==> config.mk <==
export PLATFORM = sky130hd
export DESIGN_NAME = frame_capture
export DESIGN_NICKNAME = d
export VERILOG_FILES = /design/src/rtl/frame_capture.sv
export SDC_FILE = /design/constraint.sdc
export NUM_CORES = 1
export LEC_CHECK = 0
export BUFFER_PORTS_ARGS = -buffer_cell sky130_fd_sc_hd__buf_2
export CELL_PAD_IN_SITES_DETAIL_PLACEMENT = 1
export CELL_PAD_IN_SITES_GLOBAL_PLACEMENT = 2
export CORE_ASPECT_RATIO = 0.9
export CORE_MARGIN = 10
export CORE_UTILIZATION = 48
export CTS_CLUSTER_SIZE = 20
export DETAILED_ROUTE_END_ITERATION = 7
export GPL_TIMING_DRIVEN = 0
export HOLD_SLACK_MARGIN = 0.12
export PLACE_DENSITY_LB_ADDON = 0.1
export SETUP_SLACK_MARGIN = 0.05
export SLEW_MARGIN = 40
export SYNTH_ARGS = -nofsm -noshare
export SYNTH_HDL_FRONTEND = slang
export SYNTH_SLANG_ARGS = --single-unit
export TNS_END_PERCENT = 30
==> constraint.sdc <==
create_clock -name i_clk -period 5.8 [get_ports i_clk]
set_clock_uncertainty 0.1 [all_clocks]
set_input_delay 0.87 -clock i_clk [delete_from_list [all_inputs] [get_ports i_clk]]
set_output_delay 0.87 -clock i_clk [all_outputs]
set_load 0.05 [all_outputs]
==> src/rtl/frame_capture.sv <==
// Captures length-prefixed frames after each sync detect into a byte FIFO and replays them on a valid/ready stream.
// Latency: a payload byte is visible on o_data one cycle after it is written. Input has no backpressure; a frame that does not fit is dropped at its header.
module frame_capture #(
    parameter int FIFO_DEPTH = 64,
    parameter int MAX_LEN    = 32
) (
    input  logic        i_clk,
    input  logic        i_rst,
    input  logic [7:0]  i_data,
    input  logic        i_detected,
    output logic [7:0]  o_data,
    output logic        o_last,
    output logic        o_valid,
    input  logic        i_ready,
    output logic        o_busy,
    output logic        o_drop,
    output logic [15:0] o_frame_count
);

    localparam int AW = $clog2(FIFO_DEPTH);
    localparam int CW = AW + 9;
    localparam logic [7:0] MAX_L = 8'(MAX_LEN);

    typedef enum logic [1:0] {IDLE, CAPTURE, DISCARD} state_t;

    state_t        state_q;
    logic [7:0]    rem_q;
    logic          drop_q;
    logic [15:0]   frame_count_q;
    logic [AW:0]   wr_ptr_q;
    logic [AW:0]   rd_ptr_q;
    logic [AW:0]   rd_ptr_d;
    logic [8:0]    mem_q [FIFO_DEPTH];

    logic [AW:0]   occupancy;
    logic [CW-1:0] free_space;
    logic          hdr_too_long;
    logic          hdr_no_room;
    logic          fifo_empty;
    logic          rd_en;

    assign occupancy    = wr_ptr_q - rd_ptr_q;
    assign free_space   = CW'(FIFO_DEPTH) - CW'(occupancy);
    assign hdr_too_long = (i_data > MAX_L);
    assign hdr_no_room  = (free_space < CW'(i_data));
    assign fifo_empty   = (wr_ptr_q == rd_ptr_q);
    assign rd_en        = !fifo_empty && i_ready;
    assign rd_ptr_d     = rd_en ? rd_ptr_q + 1'b1 : rd_ptr_q;

    // Free space is checked once at the header, so the write side never needs a full test.
    always_ff @(posedge i_clk or posedge i_rst) begin
        if (i_rst) begin
            state_q       <= IDLE;
            rem_q         <= 8'd0;
            drop_q        <= 1'b0;
            frame_count_q <= 16'd0;
            wr_ptr_q      <= '0;
        end else begin
            drop_q <= 1'b0;
            case (state_q)
                IDLE: begin
                    if (i_detected) begin
                        if (i_data == 8'd0) begin
                            drop_q <= 1'b1;
                        end else if (hdr_too_long || hdr_no_room) begin
                            drop_q  <= 1'b1;
                            rem_q   <= i_data;
                            state_q <= DISCARD;
                        end else begin
                            rem_q   <= i_data;
                            state_q <= CAPTURE;
                        end
                    end
                end
                CAPTURE: begin
                    wr_ptr_q <= wr_ptr_q + 1'b1;
                    rem_q    <= rem_q - 8'd1;
                    if (rem_q == 8'd1) begin
                        frame_count_q <= frame_count_q + 16'd1;
                        state_q       <= IDLE;
                    end
                end
                DISCARD: begin
                    rem_q <= rem_q - 8'd1;
                    if (rem_q == 8'd1) begin
                        state_q <= IDLE;
                    end
                end
                default: state_q <= IDLE;
            endcase
        end
    end

    always_ff @(posedge i_clk or posedge i_rst) begin
        if (i_rst) begin
            rd_ptr_q <= '0;
        end else begin
            rd_ptr_q <= rd_ptr_d;
        end
    end

    always_ff @(posedge i_clk) begin
        if (state_q == CAPTURE) begin
            mem_q[wr_ptr_q[AW-1:0]] <= {(rem_q == 8'd1), i_data};
        end
    end

    // Head entry is read straight from storage so the first byte falls through without an extra stage.
    assign o_valid       = !fifo_empty;
    assign o_data        = o_valid ? mem_q[rd_ptr_q[AW-1:0]][7:0] : 8'd0;
    assign o_last        = o_valid ? mem_q[rd_ptr_q[AW-1:0]][8] : 1'b0;
    assign o_busy        = (state_q != IDLE);
    assign o_drop        = drop_q;
    assign o_frame_count = frame_count_q;

endmodule

==> results.ini, run 1 <==
[status]
outcome=finished, final reports clean

[worst_setup_path]
worstReg2RegEnd=state_q[0]$_DFFE_PP0P_
timing.rr.start=rd_ptr_q[1]$_DFFE_PP0P_
required_ps=4830
ff2ff_setup_slack_ps=700
timing_worst_setup_path_type=reg -> out
timing.critical_path.fanout_max=11
setup.worst_path.start_class=flip-flop
worst_ep_arrival_time_ps=4730
crit_path_capture_type=output port
timing.reg2reg.worst_path_depth=17

[logic_synthesis]
post_synth_top_cells=576 x sky130_fd_sc_hd__edfxtp_1, 143 x sky130_fd_sc_hd__mux4_2, 97 x sky130_fd_sc_hd__nor2_1
synth_edf_count=576
synthesis.area_um2=24900
post_syn_nets=1346
synth-seq-area-share=0.735
synthArstFlopShare=0.0665
ys.warnings.count=0
synth.area.top_cells=sky130_fd_sc_hd__edfxtp_1 69%, sky130_fd_sc_hd__mux4_2 13%, sky130_fd_sc_hd__dfrtp_1 4.1%, sky130_fd_sc_hd__mux2i_1 2.0%, sky130_fd_sc_hd__nor2_1 1.5%
most_common_flop_cell_mapped_by_yosys=sky130_fd_sc_hd__edfxtp_1
synthMostInstantiatedCell=sky130_fd_sc_hd__edfxtp_1
ys_ff_latch=617
netlist-cell-type-count=59
netlist.top_cell.by_area=sky130_fd_sc_hd__edfxtp_1
postSynthCellCount=1313
post-synth-top-area-fraction=0.694
syn_area_per_cell_um2=19.0

[place]
dp_hpwl_um=45400
port_buffer_count=39
gp_routability_congestion=0.845

[routing]
antenna_left=0
drt_first_iter_violations=1366
via_per_inst=6.16
num_vias=13400
wl_per_cell_um=32.7
detail_route.drc_violations=0
detail_route.wirelength_um=71000
detailedRoute.firstPassIterationCount=5

[cts]
root_buffer=sky130_fd_sc_hd__clkbuf_16
clk-insertion-delay-late_ps=620
clock_tree.buffer_depth=3
numClockSinks=617
cts_made_buffers=66
clk_pin_slew_worst_setup_hold_paths_ps=70
tritoncts=done
cts-htree-levels=3

[sta]
achievable-frequency_ghz=0.175
rsz_0062_raised_after_global_routing=no
slew_headroom=0.393
report.final.setup_viol=0
fin_crit_ps=5700
max_slew.worst_pin.slew_ps=910
hold_viol=0
timing_max_transition_violations_final=0
fin_crit_sh=0.983
fin_tns_setup_ps=0

[die]
ioPinCount=40
fp.coreArea_um2=51600
design.die.area_um2=61500
dieHeight_um=236
die_width_um=260
start_util=0.483
placementRows=79

[finish]
drive_gt1_frac=0.272
area.growth.synth_to_final_pct=14.3
layout.nets=1465

[hold_path]
hold-path-endpoint=o_frame_count[15]$_DFFE_PP0P_
origin_of_the_worst_min_delay_path=o_frame_count[15]$_DFFE_PP0P_
timing.hold.worst.class=reg -> reg
min_path_cells=1

[global_route]
total_routing_usage_reported_by_global_routing=0.233
grt_remaining_overflow=0
grt_max_degree=69
first_global_vias=13800
grt_first_pass_wirelength_um=101000
grt_antenna_before_repair=0

[run]
timing.max_cap.violations=0

[power_and_ir_drop]
p_leak_nw=9.32
vdd.ir_drop.worst_v=0.000378
report.power.total_mw=14.2
power_density_nw_per_um2=498

## final cells by class
class                      count  area (um2)
timing repair buffer          52         339
buffer                        62         345
antenna                        1        2.50
fill                        4584       23100
tap                          688         861
multi-input combinational    605        6390
clock buffer                  92        1880
sequential                   617       18300
clock inverter                27         267
inverter                      28         109
## cells in the final DEF, fill, tap and decap left out, types with 19 or more instances in the layout
cell and count:
sky130_fd_sc_hd__edfxtp_1 576, sky130_fd_sc_hd__mux4_2 143, sky130_fd_sc_hd__clkbuf_16 71, sky130_fd_sc_hd__nand2_1 64, sky130_fd_sc_hd__nor2_2 62, sky130_fd_sc_hd__mux2i_1 50
sky130_fd_sc_hd__buf_2 49, sky130_fd_sc_hd__dfrtp_1 41, sky130_fd_sc_hd__clkbuf_1 40, sky130_fd_sc_hd__nor2_1 35, sky130_fd_sc_hd__inv_1 24, sky130_fd_sc_hd__xnor2_1 22
sky130_fd_sc_hd__o21ai_0 22, sky130_fd_sc_hd__a21oi_1 20, sky130_fd_sc_hd__ha_1 20, sky130_fd_sc_hd__buf_4 19
## where the power goes
group / internal [mW] / switching (mW)
combinational: 1.77 / 3.18
clock: 2.49 / 1.73
sequential: 4.95 / 0.0919
total: 9.21 / 5.00
## per-stage QoR
stage          instances  hold slack (ps)  area, um2  utilization  setup WS (ps)
3_5_place_dp        2051              362      26300        0.510            575
2_1_floorplan       1313              350      24900            -           1070
3_3_place_gp        2040              354      26000        0.504            283
5_1_grt             2171              384      28500        0.553           81.2
4_1_cts             2170              376      28500        0.552           59.0
6_report            2172              372      28500        0.553           99.3
## cells by family (layout without fill, tap and decap cells)
| group | count (synthesis) | after routing | synth area share |
|---|---|---|---|
| simple gates | 249 | 249 | 0.0461 |
| fa+ha+maj | 21 | 21 | 0.0108 |
| flops | 617 | 617 | 0.735 |
| other cells | 0 | 1 | 0 |
| xor+xnor | 35 | 35 | 0.0123 |
| mux | 195 | 195 | 0.150 |
| buf+inv | 91 | 261 | 0.0177 |
| compound gates | 105 | 105 | 0.0282 |
## layer usage
metal / up-vias / global-route usage / part of all wire
met5: - / 0 / 0
met1: 7198 / 0.325 / 0.43
met4: 0 / 0.0864 / 0.035
met2: 502 / 0.363 / 0.48
met3: 124 / 0.0386 / 0.061
li1: 5556 / - / -
## worst max-delay path, cell delays in order (launching register included)
cell,delay [ps]
sky130_fd_sc_hd__dfrtp_1,400
sky130_fd_sc_hd__buf_2,310
sky130_fd_sc_hd__buf_2,380
sky130_fd_sc_hd__buf_2,430
sky130_fd_sc_hd__inv_2,300
sky130_fd_sc_hd__ha_1,380
sky130_fd_sc_hd__nand2_1,80
sky130_fd_sc_hd__or3_1,100
sky130_fd_sc_hd__clkbuf_1,310
sky130_fd_sc_hd__nand2_1,380
sky130_fd_sc_hd__nor3_2,460
sky130_fd_sc_hd__a31o_1,260
sky130_fd_sc_hd__buf_2,300
## timing repair
| item | in CTS | in global routing |
|---|---|---|
| setup endpoints to repair | 1 | 1 |
| setup buffers | 0 | 0 |
| endpoints found under the hold margin | 20 | 0 |
| hold buffers | 1 | 0 |
| resized for setup | 1 | 1 |
## worst max-delay path by stage
stage | cells after the start | endpoint | startpoint | slack, ps
3_5_place_dp | 11 | o_data[7] | rd_ptr_q[4]$_DFFE_PP0P_ | 570
3_3_place_gp | 11 | o_data[7] | rd_ptr_q[4]$_DFFE_PP0P_ | 280
4_1_cts | 12 | o_data[7] | rd_ptr_q[1]$_DFFE_PP0P_ | 60
2_1_floorplan | 9 | o_data[3] | rd_ptr_q[4]$_DFFE_PP0P_ | 1070
5_1_grt | 12 | o_data[7] | rd_ptr_q[1]$_DFFE_PP0P_ | 80
6_report | 12 | o_data[7] | rd_ptr_q[1]$_DFFE_PP0P_ | 100
## registers in the layout (all words and copies together), names as in the netlist
signal	cells
mem_q	576
o_drop	1
o_frame_count	16
rd_ptr_q	7
rem_q	8
state_q	2
wr_ptr_q	7
No activity file was read; power rests on OpenSTA's default activity.
==> run 2, diff against run 1 <==
PLACE_DENSITY = 0.77   (was default)
PLACE_DENSITY_LB_ADDON = default   (was 0.1)
==> run 2 against run 1 <==
Compared with the run above:
- worst hold slack lost 8.5 ps
- via count shrank 0.39%
- power shrank 0.19%
- largest cell class unchanged
- flip-flop and latch count is the same
- first-iteration DRC count grew 17%
- maximum frequency grew 0.14%
- critical path depth shrank 1
- global-route usage shrank 0.60 points
- cell area shrank 0.10%
- final cell count is essentially flat
==> results.ini, run 2 (synthesis results as in run 1) <==
[global_route]
total_routing_usage_reported_by_global_routing=0.227  ; was 0.233
grt_max_degree=69  ; unchanged
grt_remaining_overflow=0  ; unchanged
grt_first_pass_wirelength_um=99600  ; was 101000 um
grt_antenna_before_repair=3  ; was 0
first_global_vias=13700  ; was 13800

[sta]
setup_slack_ps=107  ; was 99.3 ps
achievable-frequency_ghz=0.176  ; was 0.175 GHz
timing_max_transition_violations_final=0  ; unchanged
max_slew.worst_pin.slew_ps=904  ; was 910 ps
slew_headroom=0.398  ; was 0.393
fin_crit_ps=5690  ; was 5700 ps
fin_crit_sh=0.981  ; was 0.983
rsz_0062_raised_after_global_routing=no  ; unchanged
report.final.setup_viol=0  ; unchanged
worst_hold_margin_ps=363  ; was 372 ps
hold_viol=0  ; unchanged
fin_tns_setup_ps=0  ; unchanged

[worst_setup_path]
required_ps=4830  ; about the same
worstReg2RegEnd=state_q[0]$_DFFE_PP0P_  ; unchanged
timing.reg2reg.worst_path_depth=16  ; was 17
timing.critical_path.fanout_max=11  ; unchanged
timing_worst_setup_path_type=reg -> out  ; unchanged
setup.worst_path.start_class=flip-flop  ; unchanged
crit_path_capture_type=output port  ; unchanged
timing.rr.start=rd_ptr_q[1]$_DFFE_PP0P_  ; unchanged
ff2ff_setup_slack_ps=750  ; was 700 ps
worst_ep_arrival_time_ps=4720  ; was 4730 ps

[cts]
root_buffer=sky130_fd_sc_hd__clkbuf_16  ; unchanged
cts_made_buffers=61  ; was 66
clk_pin_slew_worst_setup_hold_paths_ps=70  ; about the same
tritoncts=done  ; unchanged
clock_tree.buffer_depth=3  ; unchanged
cts_setup_buffers=0  ; unchanged
clk-insertion-delay-late_ps=650  ; was 620 ps
cts-htree-levels=2  ; was 3
numClockSinks=617  ; unchanged

[die]
design.die.area_um2=61500  ; unchanged
ioPinCount=40  ; unchanged
fp.coreArea_um2=51600  ; unchanged
placementRows=79  ; unchanged
die_width_um=260  ; unchanged
dieHeight_um=236  ; unchanged
start_util=0.483  ; unchanged

[finish]
largest_reg_flops=576  ; unchanged
fin_cells=2171  ; was 2172
diodes=0  ; was 1
layout_commonest_cell=sky130_fd_sc_hd__edfxtp_1  ; unchanged
post-route-cell-area_um2=28500  ; about the same
area.growth.synth_to_final_pct=14.2  ; was 14.3%
commonest_cells_after_routing_fill_and_taps_aside=576 x sky130_fd_sc_hd__edfxtp_1, 143 x sky130_fd_sc_hd__mux4_2, 64 x sky130_fd_sc_hd__nand2_1  ; was 576 x sky130_fd_sc_hd__edfxtp_1, 143 x sky130_fd_sc_hd__mux4_2, 71 x sky130_fd_sc_hd__clkbuf_16
layout.nets=1464  ; was 1465
postLayoutCoreUtil=0.552  ; was 0.553
drive_gt1_frac=0.278  ; was 0.272
fillCellCount=4606  ; was 4584

[power_and_ir_drop]
power_density_nw_per_um2=498  ; about the same
p_leak_nw=9.32  ; about the same
vdd.ir_drop.worst_v=0.000444  ; was 0.000378 V
report.power.total_mw=14.2  ; about the same

[routing]
antenna_left=0  ; unchanged
detail_route.wirelength_um=69100  ; was 71000 um
detailedRoute.firstPassIterationCount=5  ; unchanged
detail_route.drc_violations=0  ; unchanged
num_vias=13300  ; was 13400
via_per_inst=6.14  ; was 6.16
drt_first_iter_violations=1596  ; was 1366
wl_per_cell_um=31.9  ; was 32.7 um

[hold_path]
hold-path-endpoint=o_frame_count[15]$_DFFE_PP0P_  ; unchanged
min_path_cells=1  ; unchanged
origin_of_the_worst_min_delay_path=o_frame_count[15]$_DFFE_PP0P_  ; unchanged
timing.hold.worst.class=reg -> reg  ; unchanged

[place]
gp_routability_congestion=0.895  ; was 0.845
port_buffer_count=39  ; unchanged
placedInstanceArea_um2=26300  ; about the same
dp_hpwl_um=45100  ; was 45400 um
placement.setup.worst_slack_ps=290  ; was 575 ps
dp_cells=2055  ; was 2051

[run]
timing.max_cap.violations=0  ; unchanged

[status]
outcome=finished, final reports clean  ; unchanged

[run 2: worst max-delay path by stage]
stage,startpoint,endpoint,slack [ps],depth (start not counted)
2_1_floorplan,rd_ptr_q[4]$_DFFE_PP0P_,o_data[3],1070,9
3_3_place_gp,rd_ptr_q[1]$_DFFE_PP0P_,o_data[4],240,8
3_5_place_dp,rd_ptr_q[4]$_DFFE_PP0P_,o_data[7],290,11
4_1_cts,rd_ptr_q[1]$_DFFE_PP0P_,o_data[7],120,12
5_1_grt,rd_ptr_q[1]$_DFFE_PP0P_,o_data[3],50,11
6_report,rd_ptr_q[1]$_DFFE_PP0P_,o_data[3],110,11
[run 2: final cells by class]
class | count | area, um2 | area share
Multi-Input combinational cell | 605 | 6400 | 0.225
Clock buffer | 75 | 1600 | 0.0561
Buffer | 62 | 347 | 0.0122
Inverter | 28 | 109 | 0.00382
Tap cell | 688 | 861 | 0.0302
Sequential cell | 617 | 18300 | 0.643
Timing Repair Buffer | 56 | 362 | 0.0127
Clock inverter | 40 | 480 | 0.0169
[run 2: critical path, stage by stage, from the launching register on]
cell	delay, ps
sky130_fd_sc_hd__dfrtp_1	430
sky130_fd_sc_hd__buf_2	300
sky130_fd_sc_hd__buf_2	410
sky130_fd_sc_hd__buf_2	380
sky130_fd_sc_hd__inv_2	260
sky130_fd_sc_hd__ha_1	370
sky130_fd_sc_hd__nand2_1	60
sky130_fd_sc_hd__or3_1	100
sky130_fd_sc_hd__clkbuf_1	270
sky130_fd_sc_hd__nand2_1	330
sky130_fd_sc_hd__o31ai_1	740
sky130_fd_sc_hd__buf_2	390
[run 2: routing by layer]
metal / up-vias / wire length (um) / part of all wire / GRT usage
met5: - / 13 / 0.00019 / 0
met4: 2 / 1800 / 0.026 / 0.0653
met3: 106 / 5690 / 0.082 / 0.0603
met2: 506 / 31600 / 0.46 / 0.341
met1: 7177 / 30000 / 0.43 / 0.321
li1: 5537 / - / - / -
[run 2: repair_timing]
action                     in CTS  in global routing
resized for setup               2                  1
setup endpoints to repair       9                  1
pin swaps                       0                  0
hold buffers                    1                  0
gates cloned                    0                  0
hold endpoints to repair       13                  0
[run 2: where the power goes]
group | internal (mW) | switching (mW)
Sequential | 4.95 | 0.0954
Combinational | 1.79 | 3.20
Clock | 2.41 | 1.73
Total | 9.15 | 5.02
==> run 3, diff against run 2 <==
REMOVE_ABC_BUFFERS = 1   (was default)
==> run 3 against run 2 <==
Compared with the run above:
- largest cell class unchanged
- first-iteration DRC count fell by 25%
- clock power fell by 6.8%
- cell area fell by 0.89%
==> results.ini, run 3 (synthesis results as in run 1) <==
[global_route]
first_global_vias=13300  ; was 13700
total_routing_usage_reported_by_global_routing=0.200  ; was 0.227
met3_usage=0.0396  ; was 0.0603
met2_routing_resource_usage_after_global_routing=0.300  ; was 0.341
grt_first_pass_wirelength_um=90800  ; was 99600 um
grt_max_degree=69  ; unchanged
groute.layer.met1.usage=0.292  ; was 0.321
grt_remaining_overflow=0  ; unchanged
grt_antenna_before_repair=0  ; was 3
gr-max-usage-layer=met2  ; unchanged

[finish]
layout.nets=1410  ; was 1464
largest_reg_flops=576  ; unchanged
layout_commonest_cell=sky130_fd_sc_hd__edfxtp_1  ; unchanged
commonest_cells_after_routing_fill_and_taps_aside=576 x sky130_fd_sc_hd__edfxtp_1, 143 x sky130_fd_sc_hd__mux4_2, 64 x sky130_fd_sc_hd__nand2_1  ; unchanged
multi_input_comb_area_um2=6370  ; was 6400 um2
fillCellCount=4598  ; was 4606
drive_gt1_frac=0.268  ; was 0.278
area.growth.synth_to_final_pct=13.2  ; was 14.2%
diodes=0  ; unchanged
register_area_um2=18300  ; about the same

[sta]
slew_headroom=0.417  ; was 0.398
fin_crit_sh=0.951  ; was 0.981
hold_viol=0  ; unchanged
achievable-frequency_ghz=0.181  ; was 0.176 GHz
report.final.setup_viol=0  ; unchanged
fin_tns_setup_ps=0  ; unchanged
rsz_0062_raised_after_global_routing=no  ; unchanged
timing_max_transition_violations_final=0  ; unchanged
fin_crit_ps=5520  ; was 5690 ps
max_slew.worst_pin.slew_ps=873  ; was 904 ps

[die]
design.die.area_um2=61500  ; unchanged
dieHeight_um=236  ; unchanged
die_width_um=260  ; unchanged
fp.coreArea_um2=51600  ; unchanged
ioPinCount=40  ; unchanged
placementRows=79  ; unchanged
start_util=0.483  ; unchanged

[status]
outcome=finished, final reports clean  ; unchanged

[place]
port_buffer_count=39  ; unchanged
dp_hpwl_um=37200  ; was 45100 um
gp_routability_congestion=0.769  ; was 0.895

[worst_setup_path]
timing.critical_path.slowest_cell_delay_ps=870  ; was 740 ps
path_buf_inv=2  ; was 6
worst_ep_arrival_time_ps=4550  ; was 4720 ps
required_ps=4830  ; about the same
timing.critical_path.fanout_max=25  ; was 11
setup.worst_path.start_class=flip-flop  ; unchanged
timing.critical_path.cells=clkinv_2 > ha_1 > nand4_1 > or3_1 > nand2_1 > nor3_1 > a31o_1 > buf_2  ; was buf_2 > buf_2 > buf_2 > inv_2 > ha_1 > nand2_1 > or3_1 > clkbuf_1 > nand2_1 > o31ai_1 > buf_2
timing_worst_setup_path_type=reg -> out  ; unchanged
crit_path_capture_type=output port  ; unchanged
crit_path_top_delay_cell=sky130_fd_sc_hd__dfrtp_1  ; was sky130_fd_sc_hd__o31ai_1
critPathTopFamily=simple AND/OR/NAND/NOR gates  ; was buffers and inverters

[cts]
clk-insertion-delay-late_ps=630  ; was 650 ps
tritoncts=done  ; unchanged
clk_pin_slew_worst_setup_hold_paths_ps=70  ; about the same
cts_setup_buffers=0  ; unchanged
cts_hold_repair.buffers=1  ; unchanged
numClockSinks=617  ; unchanged
clock_tree.buffer_depth=3  ; unchanged
post_cts_gate_resize_count=0  ; was 2
root_buffer=sky130_fd_sc_hd__clkbuf_16  ; unchanged
cts_made_buffers=60  ; was 61
cts-htree-levels=2  ; unchanged

[hold_path]
timing.hold.worst.class=reg -> reg  ; unchanged

[routing]
detail_route.drc_violations=0  ; unchanged
detailedRoute.firstPassIterationCount=5  ; unchanged
antenna_left=0  ; unchanged
drt_first_iter_violations=1196  ; was 1596
wl_per_cell_um=28.8  ; was 31.9 um
via_per_inst=6.03  ; was 6.14
num_vias=12700  ; was 13300
detail_route.wirelength_um=61000  ; was 69100 um

[run]
timing.max_cap.violations=0  ; unchanged

[power_and_ir_drop]
p_leak_nw=9.16  ; was 9.32 nW
report.power.total_mw=13.5  ; was 14.2 mW
power_density_nw_per_um2=477  ; was 498 nW/um2
vdd.ir_drop.worst_v=0.000503  ; was 0.000444 V

run 3: changes by cell type in the layout (fill, tap and decap cells not counted), sizes merged:
cell	before	now
clkbuf	105	74
buf	87	64
clkinv	25	32
bufinv	10	5
inv	30	26
clkinvlp	3	2
run 3: stage by stage:
step / util / setup WS, ps / cell area [um2] / std cells / hold slack, ps
2_1_floorplan: - / -3180 / 24600 / 1250 / 350
4_1_cts: 0.546 / 273 / 28200 / 2112 / 371
3_5_place_dp: 0.508 / 887 / 26200 / 2000 / 358
5_1_grt: 0.547 / 161 / 28200 / 2114 / 388
6_report: 0.547 / 281 / 28200 / 2114 / 369
3_3_place_gp: 0.497 / -7770 / 25700 / 1977 / 352
run 3: area by class of cell:
class / instances / share of cell area
tap: 688 / 0.0305
inverter: 28 / 0.00390
sequential: 617 / 0.650
multi-input combinational: 605 / 0.226
timing repair buffer: 65 / 0.0215
clock buffer: 74 / 0.0576
clock inverter: 37 / 0.0113
run 3: path summary, 6_finish.rpt:
path | from | endpoint | slack [ps] | cells after the start
min reg2reg | o_frame_count[15]$_DFFE_PP0P_ | o_frame_count[15]$_DFFE_PP0P_ | 370 | 1
max in group asynchronous | i_rst | rd_ptr_q[2]$_DFFE_PP0P_ | 4570 | 4
max | rd_ptr_q[4]$_DFFE_PP0P_ | o_data[7] | 280 | 8
min | o_frame_count[15]$_DFFE_PP0P_ | o_frame_count[15]$_DFFE_PP0P_ | 370 | 1
min in group asynchronous | i_rst | rem_q[2]$_DFFE_PP0P_ | 590 | 3
max reg2reg | rd_ptr_q[4]$_DFFE_PP0P_ | state_q[0]$_DFFE_PP0P_ | 890 | 13
run 3: power breakdown:
part | internal (mW) | switching, mW
Clock | 2.21 | 1.66
Sequential | 4.96 | 0.255
Combinational | 1.78 | 2.60
run 3: per-layer routing:
metal / vias to the layer above / part of all wire
met5: - / 0
met4: 0 / 0.024
met3: 92 / 0.057
met2: 336 / 0.47
met1: 6890 / 0.45
li1: 5423 / -
